**config.mk**
```make
export PLATFORM = sky130hd
export DESIGN_NAME = svc_axi_stripe_rd_gran
export DESIGN_NICKNAME = d
export VERILOG_FILES = /design/src/rtl/svc_axi_stripe_rd_gran.sv
export SDC_FILE = /design/constraint.sdc
export NUM_CORES = 1
export LEC_CHECK = 0
export ABC_AREA = 1
export BUFFER_PORTS_ARGS = -buffer_cell sky130_fd_sc_hd__buf_2
export CORE_ASPECT_RATIO = 1.5
export CORE_UTILIZATION = 35
export DETAILED_ROUTE_END_ITERATION = 12
export GPL_ROUTABILITY_DRIVEN = 0
export GPL_TIMING_DRIVEN = 0
export SYNTH_ARGS = -nofsm -noshare
export SYNTH_HDL_FRONTEND = slang
export SYNTH_SLANG_ARGS = --single-unit
```
**constraint.sdc**
```tcl
create_clock -name clk -period 8.9 [get_ports clk]
set_clock_uncertainty 0.05 [all_clocks]
set_input_delay 1.78 -clock clk [delete_from_list [all_inputs] [get_ports clk]]
set_output_delay 1.78 -clock clk [all_outputs]
set_load 0.005 [all_outputs]
```
**src/rtl/svc_axi_stripe_rd_gran.sv**
```systemverilog
// Read-only AXI bridge that stripes one manager burst across NUM_S subordinates in chunks of
// STRIPE_BEATS words, issuing one AR per subordinate and returning beats in original order.
module svc_axi_stripe_rd_gran #(
    parameter int unsigned NUM_S          = 2,
    parameter int unsigned STRIPE_BEATS   = 4,
    parameter int unsigned AXI_ADDR_WIDTH = 21,
    parameter int unsigned AXI_DATA_WIDTH = 16,
    parameter int unsigned AXI_ID_WIDTH   = 4
) (
    input  logic                                                  clk,
    input  logic                                                  rst_n,
    input  logic                                                  s_axi_arvalid,
    output logic                                                  s_axi_arready,
    input  logic [AXI_ID_WIDTH-1:0]                               s_axi_arid,
    input  logic [AXI_ADDR_WIDTH-1:0]                             s_axi_araddr,
    input  logic [7:0]                                            s_axi_arlen,
    input  logic [2:0]                                            s_axi_arsize,
    input  logic [1:0]                                            s_axi_arburst,
    output logic                                                  s_axi_rvalid,
    input  logic                                                  s_axi_rready,
    output logic [AXI_ID_WIDTH-1:0]                               s_axi_rid,
    output logic [AXI_DATA_WIDTH-1:0]                             s_axi_rdata,
    output logic [1:0]                                            s_axi_rresp,
    output logic                                                  s_axi_rlast,
    output logic [NUM_S-1:0]                                      m_axi_arvalid,
    input  logic [NUM_S-1:0]                                      m_axi_arready,
    output logic [NUM_S*AXI_ID_WIDTH-1:0]                         m_axi_arid,
    output logic [NUM_S*(AXI_ADDR_WIDTH-$clog2(NUM_S))-1:0]       m_axi_araddr,
    output logic [NUM_S*8-1:0]                                    m_axi_arlen,
    output logic [NUM_S*3-1:0]                                    m_axi_arsize,
    output logic [NUM_S*2-1:0]                                    m_axi_arburst,
    input  logic [NUM_S-1:0]                                      m_axi_rvalid,
    output logic [NUM_S-1:0]                                      m_axi_rready,
    input  logic [NUM_S*AXI_ID_WIDTH-1:0]                         m_axi_rid,
    input  logic [NUM_S*AXI_DATA_WIDTH-1:0]                       m_axi_rdata,
    input  logic [NUM_S*2-1:0]                                    m_axi_rresp,
    input  logic [NUM_S-1:0]                                      m_axi_rlast
);

    localparam int unsigned SW  = $clog2(NUM_S);
    localparam int unsigned BW  = $clog2(AXI_DATA_WIDTH / 8);
    localparam int unsigned SBW = $clog2(STRIPE_BEATS);
    localparam int unsigned MAW = AXI_ADDR_WIDTH - SW;
    localparam int unsigned WW  = AXI_ADDR_WIDTH - BW;
    localparam int unsigned CW  = 9;
    localparam logic [WW-1:0] SB_MASK = WW'(STRIPE_BEATS - 1);

    typedef enum logic [2:0] {StIdle, StCalc, StIssue, StData, StErr} state_t;

    state_t                  state_q, state_d;
    logic                    init_q, init_d;
    logic [AXI_ID_WIDTH-1:0] id_q, id_d;
    logic [2:0]              size_q, size_d;
    logic [1:0]              burst_q, burst_d;
    logic [WW-1:0]           w_q, w_d;
    logic [CW-1:0]           rem_q, rem_d;
    logic [CW-1:0]           beats_left_q, beats_left_d;
    logic [CW-1:0]           chunk_left_q, chunk_left_d;
    logic [SW-1:0]           cur_q, cur_d;
    logic [CW-1:0]           cnt_q [NUM_S];
    logic [CW-1:0]           cnt_d [NUM_S];
    logic [MAW-1:0]          start_q [NUM_S];
    logic [MAW-1:0]          start_d [NUM_S];
    logic [NUM_S-1:0]        pend_q, pend_d;

    logic [WW-1:0]           w0;
    logic                    ar_ok;
    logic [CW-1:0]           calc_offs, calc_avail, calc_take;
    logic [SW-1:0]           calc_s;

    // m_axi_rlast is ignored: the manager-side rlast comes from our own beat count.
    logic unused_ok;
    assign unused_ok = ^{m_axi_rid, m_axi_rlast};

    function automatic logic [SW-1:0] slave_of(input logic [WW-1:0] w);
        return SW'(w >> SBW);
    endfunction

    function automatic logic [MAW-1:0] local_byte(input logic [WW-1:0] w);
        return MAW'(AXI_ADDR_WIDTH'(((w >> (SBW + SW)) << SBW) | (w & SB_MASK)) << BW);
    endfunction

    assign w0    = WW'(s_axi_araddr >> BW);
    assign ar_ok = (s_axi_arburst == 2'b01) && (s_axi_arsize == 3'(BW));

    always_comb begin
        state_d       = state_q;
        init_d        = 1'b1;
        id_d          = id_q;
        size_d        = size_q;
        burst_d       = burst_q;
        w_d           = w_q;
        rem_d         = rem_q;
        beats_left_d  = beats_left_q;
        chunk_left_d  = chunk_left_q;
        cur_d         = cur_q;
        cnt_d         = cnt_q;
        start_d       = start_q;
        pend_d        = pend_q;
        calc_offs     = '0;
        calc_avail    = '0;
        calc_take     = '0;
        calc_s        = '0;
        s_axi_arready = 1'b0;
        s_axi_rvalid  = 1'b0;
        s_axi_rid     = id_q;
        s_axi_rdata   = '0;
        s_axi_rresp   = 2'b00;
        s_axi_rlast   = 1'b0;
        m_axi_rready  = '0;

        case (state_q)
            StIdle: begin
                s_axi_arready = init_q;
                if (s_axi_arvalid && init_q) begin
                    id_d         = s_axi_arid;
                    size_d       = s_axi_arsize;
                    burst_d      = s_axi_arburst;
                    w_d          = w0;
                    rem_d        = CW'(s_axi_arlen) + CW'(1);
                    beats_left_d = CW'(s_axi_arlen) + CW'(1);
                    cur_d        = slave_of(w0);
                    chunk_left_d = CW'(STRIPE_BEATS) - CW'(w0 & SB_MASK);
                    for (int s = 0; s < NUM_S; s++) cnt_d[s] = '0;
                    state_d      = ar_ok ? StCalc : StErr;
                end
            end
            // One chunk per cycle: accumulate its beats onto the owning subordinate.
            StCalc: begin
                calc_offs  = CW'(w_q & SB_MASK);
                calc_avail = CW'(STRIPE_BEATS) - calc_offs;
                calc_take  = (rem_q < calc_avail) ? rem_q : calc_avail;
                calc_s     = slave_of(w_q);
                if (cnt_q[calc_s] == '0) start_d[calc_s] = local_byte(w_q);
                cnt_d[calc_s] = cnt_q[calc_s] + calc_take;
                w_d   = w_q + WW'(calc_take);
                rem_d = rem_q - calc_take;
                if (rem_q == calc_take) begin
                    for (int s = 0; s < NUM_S; s++) pend_d[s] = (cnt_d[s] != '0);
                    state_d = StIssue;
                end
            end
            StIssue: begin
                pend_d = pend_q & ~m_axi_arready;
                if (pend_d == '0) state_d = StData;
            end
            StData: begin
                s_axi_rvalid         = m_axi_rvalid[cur_q];
                s_axi_rdata          = m_axi_rdata[int'(cur_q)*AXI_DATA_WIDTH +: AXI_DATA_WIDTH];
                s_axi_rresp          = m_axi_rresp[int'(cur_q)*2 +: 2];
                s_axi_rlast          = (beats_left_q == CW'(1));
                m_axi_rready[cur_q]  = s_axi_rready;
                if (s_axi_rvalid && s_axi_rready) begin
                    beats_left_d = beats_left_q - CW'(1);
                    if (chunk_left_q == CW'(1)) begin
                        cur_d        = cur_q + SW'(1);
                        chunk_left_d = CW'(STRIPE_BEATS);
                    end else begin
                        chunk_left_d = chunk_left_q - CW'(1);
                    end
                    if (beats_left_q == CW'(1)) state_d = StIdle;
                end
            end
            StErr: begin
                s_axi_rvalid = 1'b1;
                s_axi_rresp  = 2'b10;
                s_axi_rlast  = (beats_left_q == CW'(1));
                if (s_axi_rready) begin
                    beats_left_d = beats_left_q - CW'(1);
                    if (beats_left_q == CW'(1)) state_d = StIdle;
                end
            end
            default: state_d = StIdle;
        endcase
    end

    assign m_axi_arvalid = pend_q;

    always_comb begin
        m_axi_arid    = '0;
        m_axi_araddr  = '0;
        m_axi_arlen   = '0;
        m_axi_arsize  = '0;
        m_axi_arburst = '0;
        for (int s = 0; s < NUM_S; s++) begin
            m_axi_arid[s*AXI_ID_WIDTH +: AXI_ID_WIDTH] = id_q;
            m_axi_araddr[s*MAW +: MAW]                 = start_q[s];
            m_axi_arlen[s*8 +: 8]                      = 8'(cnt_q[s] - CW'(1));
            m_axi_arsize[s*3 +: 3]                     = size_q;
            m_axi_arburst[s*2 +: 2]                    = burst_q;
        end
    end

    always_ff @(posedge clk or negedge rst_n) begin
        if (!rst_n) begin
            state_q      <= StIdle;
            init_q       <= 1'b0;
            id_q         <= '0;
            size_q       <= '0;
            burst_q      <= '0;
            w_q          <= '0;
            rem_q        <= '0;
            beats_left_q <= '0;
            chunk_left_q <= '0;
            cur_q        <= '0;
            pend_q       <= '0;
            for (int s = 0; s < NUM_S; s++) begin
                cnt_q[s]   <= '0;
                start_q[s] <= '0;
            end
        end else begin
            state_q      <= state_d;
            init_q       <= init_d;
            id_q         <= id_d;
            size_q       <= size_d;
            burst_q      <= burst_d;
            w_q          <= w_d;
            rem_q        <= rem_d;
            beats_left_q <= beats_left_d;
            chunk_left_q <= chunk_left_d;
            cur_q        <= cur_d;
            pend_q       <= pend_d;
            cnt_q        <= cnt_d;
            start_q      <= start_d;
        end
    end

endmodule
```
==> impl_metrics.py <==
metrics = {
    "clock_network": {
        "clkLatencyLatePin_ns": 0.42,
        "clock-root-buffer": "clkbuf_16",
        "path_clk_slew_ns": 0.06,
        "cts_max_level": 4,
        "cts_setup_buffers": 0,
        "holdBufCountCts": 0,
        "cts_resized": 0,
        "clock_sinks": 119,
        "cts_buffers": 17,
        "cts_tree": "done",
        "cts_buffer_depth": 2,
    },
    "sta": {
        "timing.final.crit_share_pct": 47.75,
        "slew_viol_final": 0,
        "relSlewSlack_pct": 38.75,
        "timing.final.ws_setup_ns": 4.651,
        "period_needed_ns": 4.249,
        "finalSetupTns_ns": 0,
        "fmax_mhz": 235.3,
        "worst_pin_slew_ns": 0.9092,
        "hold_viol_final": 0,
        "finalSetupViolCount": 0,
        "rsz0062_at_grt": "no",
    },
    "critical_path": {
        "required_ns": 9.16,
        "reg2reg_depth": 18,
        "r2r-end": "m_axi_arvalid[0]",
        "arrival_ns": 4.51,
        "r2r_setup_slack_ns": 4.65,
        "criticalPathCategory": "reg -> reg",
        "cp_max_fo": 6,
        "endpoint_kind": "flop",
        "cp-start-kind": "flop",
        "crit_end": "m_axi_arvalid[0]",
        "reg2reg_from": "w_q[1]",
        "startpoint": "w_q[1]",
    },
    "global_route": {
        "grt_pass1_vias": 7221,
        "grt_usage_pct": 21.48,
        "grt_antenna_before_repair": 0,
        "grt_first_pass_wirelength_um": 36270,
        "grt_max_degree": 66,
        "grt_remaining_overflow": 0,
    },
    "synthesis": {
        "synth-seq-cells": 119,
        "yosysSeqAreaShare_pct": 39.78,
        "synth_edf_count": 0,
        "netlist_instances": 986,
        "yosys_warnings": 0,
        "yosysTopAreaCell": "dfrtp_1",
        "async_flop_share_pct": 100.0,
        "ys_types": 50,
        "syn-cell-area_um2": 7486,
        "ys_top_cells_by_count": "nand2_1 (185), inv_1 (124), dfrtp_1 (119), nor2_1 (109), o21ai_0 (76)",
        "syn_avg_cell_area_um2": 7.592,
        "synth.area.top_cells": "dfrtp_1 (40%), nand2_1 (9.3%), inv_1 (6.2%), nor2_1 (5.5%), o21ai_0 (5.1%)",
        "synth-main-ff-cell": "dfrtp_1",
        "synth.most_common_cell": "nand2_1",
        "synth_top_area_share_pct": 39.78,
    },
    "finish": {
        "stdcell_area_um2": 9444,
        "finalNetCount": 1317,
        "area_growth_pct": 26.16,
        "antenna_cells": 0,
        "drive_gt1_share_pct": 22.87,
        "fillers": 2190,
    },
    "run_status": {
        "status": "finished, final reports clean",
    },
    "drt": {
        "totalWireLength_um": 22760,
        "first_iter_violations": 359,
        "drtAntennaViolNets": 0,
        "vias": 7352,
        "first_pass_iters": 5,
        "viasPerCell": 4.984,
        "drc_errors": 0,
        "post_drt_wl_per_cell_um": 15.43,
    },
    "floorplanning": {
        "num_io_pins": 195,
        "initial_core_util_pct": 35.68,
        "die_w_um": 121.4,
        "rows": 65,
        "die_y_um": 181.1,
        "dieArea_um2": 21990,
        "core-area_um2": 20980,
    },
    "power": {
        "powerDensity_nw_per_um2": 388.7,
        "p_leak_nw": 5.082,
        "vdd_drop_max_mv": 0.1640,
        "power.total_mw": 3.671,
    },
    "place": {
        "port_buffers": 181,
        "hpwl_um": 17660,
        "pre_cts_ws_ns": 4.610,
        "dpl_cell_area_um2": 8791,
    },
    "min_path": {
        "hold_start": "chunk_left_q[8]",
        "hp-class": "reg -> reg",
    },
    "flow_run": {
        "maxCapViolations": 0,
    },
}
## registers in the layout, indices dropped and copies added (netlist names)
register,cells
m_axi_arvalid,2
size_q,3
s_axi_rid,4
burst_q,2
m_axi_araddr,38
cnt_q,18
w_q,20
chunk_left_q,9
rem_q,9
cur_q,1
state_q,3
init_q,1
beats_left_q,9
## routing by layer
layer | part of all wire [%] | up-vias | GRT usage [%]
met5 | 0 | - | 0
met4 | 2.2 | 0 | 7.802
met3 | 4.6 | 26 | 3.693
met2 | 53 | 237 | 39.66
met1 | 40 | 3438 | 24.15
li1 | - | 3651 | -
## critical path: stages (launching register included)
cell	delay [ns]
dfrtp_1	0.42
inv_1	0.15
ha_1	0.20
inv_1	0.05
ha_1	0.17
nor4_1	0.33
o211ai_1	0.24
o21ai_0	0.77
fa_1	0.60
o21ai_0	0.27
nand2_1	0.09
nor2_1	0.11
nand3_1	0.08
nor2_1	0.09
nand2_1	0.06
nor2_1	0.09
nand3_1	0.15
nand2_1	0.11
a21oi_1	0.06
## metrics by stage
stage / hold WS (ns) / std cells / util (%)
final: 0.4087 / 1475 / 45.01
after detailed placement: 0.4011 / 1444 / 41.90
after global placement: 0.3898 / 1443 / 41.74
after CTS: 0.4084 / 1475 / 45.01
after global routing: 0.4272 / 1475 / 45.01
after floorplan: 0.3775 / 994 / -
## report_power, final
| group | total [mW] | switching (mW) | internal (mW) | leakage (nW) |
|---|---|---|---|---|
| registers | 0.991 | 0.204 | 0.787 | 1.51 |
| logic | 1.91 | 1.17 | 0.743 | 3.26 |
| clock network | 0.770 | 0.260 | 0.510 | 0.311 |
| total | 3.67 | 1.63 | 2.04 | 5.08 |
## worst min path at each step
stage / end / slack, ns / cells past startpoint
after floorplan: chunk_left_q[8] / 0.38 / 1
after global placement: chunk_left_q[8] / 0.39 / 1
after detailed placement: chunk_left_q[8] / 0.40 / 1
after CTS: chunk_left_q[8] / 0.41 / 1
after global routing: chunk_left_q[7] / 0.43 / 1
final: chunk_left_q[8] / 0.41 / 1
## layout make-up
type / count / area, um2 / share of cell area (%)
plain buffers: 47 / 300.3 / 3.180
clock buffers: 19 / 452.9 / 4.796
clock inverters: 12 / 200.2 / 2.120
inverters: 135 / 506.7 / 5.366
multi-input cells: 693 / 3731 / 39.51
flip-flops and latches: 119 / 2978 / 31.53
well taps: 268 / 335.3 / 3.551
repair buffers: 182 / 939.7 / 9.950
## cell families (layout without fill, tap and decap cells)
group / count (synthesis) / in the layout / share of synthesized area, %
and+or+nand+nor: 400 / 400 / 23.00
AOI/OAI and AO/OA: 221 / 221 / 17.28
buffers and inverters: 182 / 395 / 10.78
DFF: 119 / 119 / 39.78
xor gates and xnor gates: 32 / 32 / 3.744
adders and majority gates: 30 / 30 / 5.315
other: 2 / 10 / 0.1003
## cells in the final DEF (no fill, tap or decap), types with 3 or more instances in the layout
cell        instances
buf_2             189
o22ai_1            18
buf_6               7
fa_1                3
o221ai_1            3
bufinv_16           5
a21oi_1            67
clkinvlp_4          3
nand2_1           185
dfrtp_1           119
ha_1               27
a21oi_2             3
conb_1             10
o21bai_1            3
buf_4              18
inv_2              10
clkbuf_16          17
o311ai_0            3
clkbuf_1           13
xor2_1             29
o21ai_0            76
nor3_1             18
xnor2_1             3
a22oi_1            27
nand3_1            56
o211ai_1            9
inv_1             124
nand4_1             9
nor2_1            109
nor2_2              7
No activity file was read; power rests on OpenSTA's default activity.
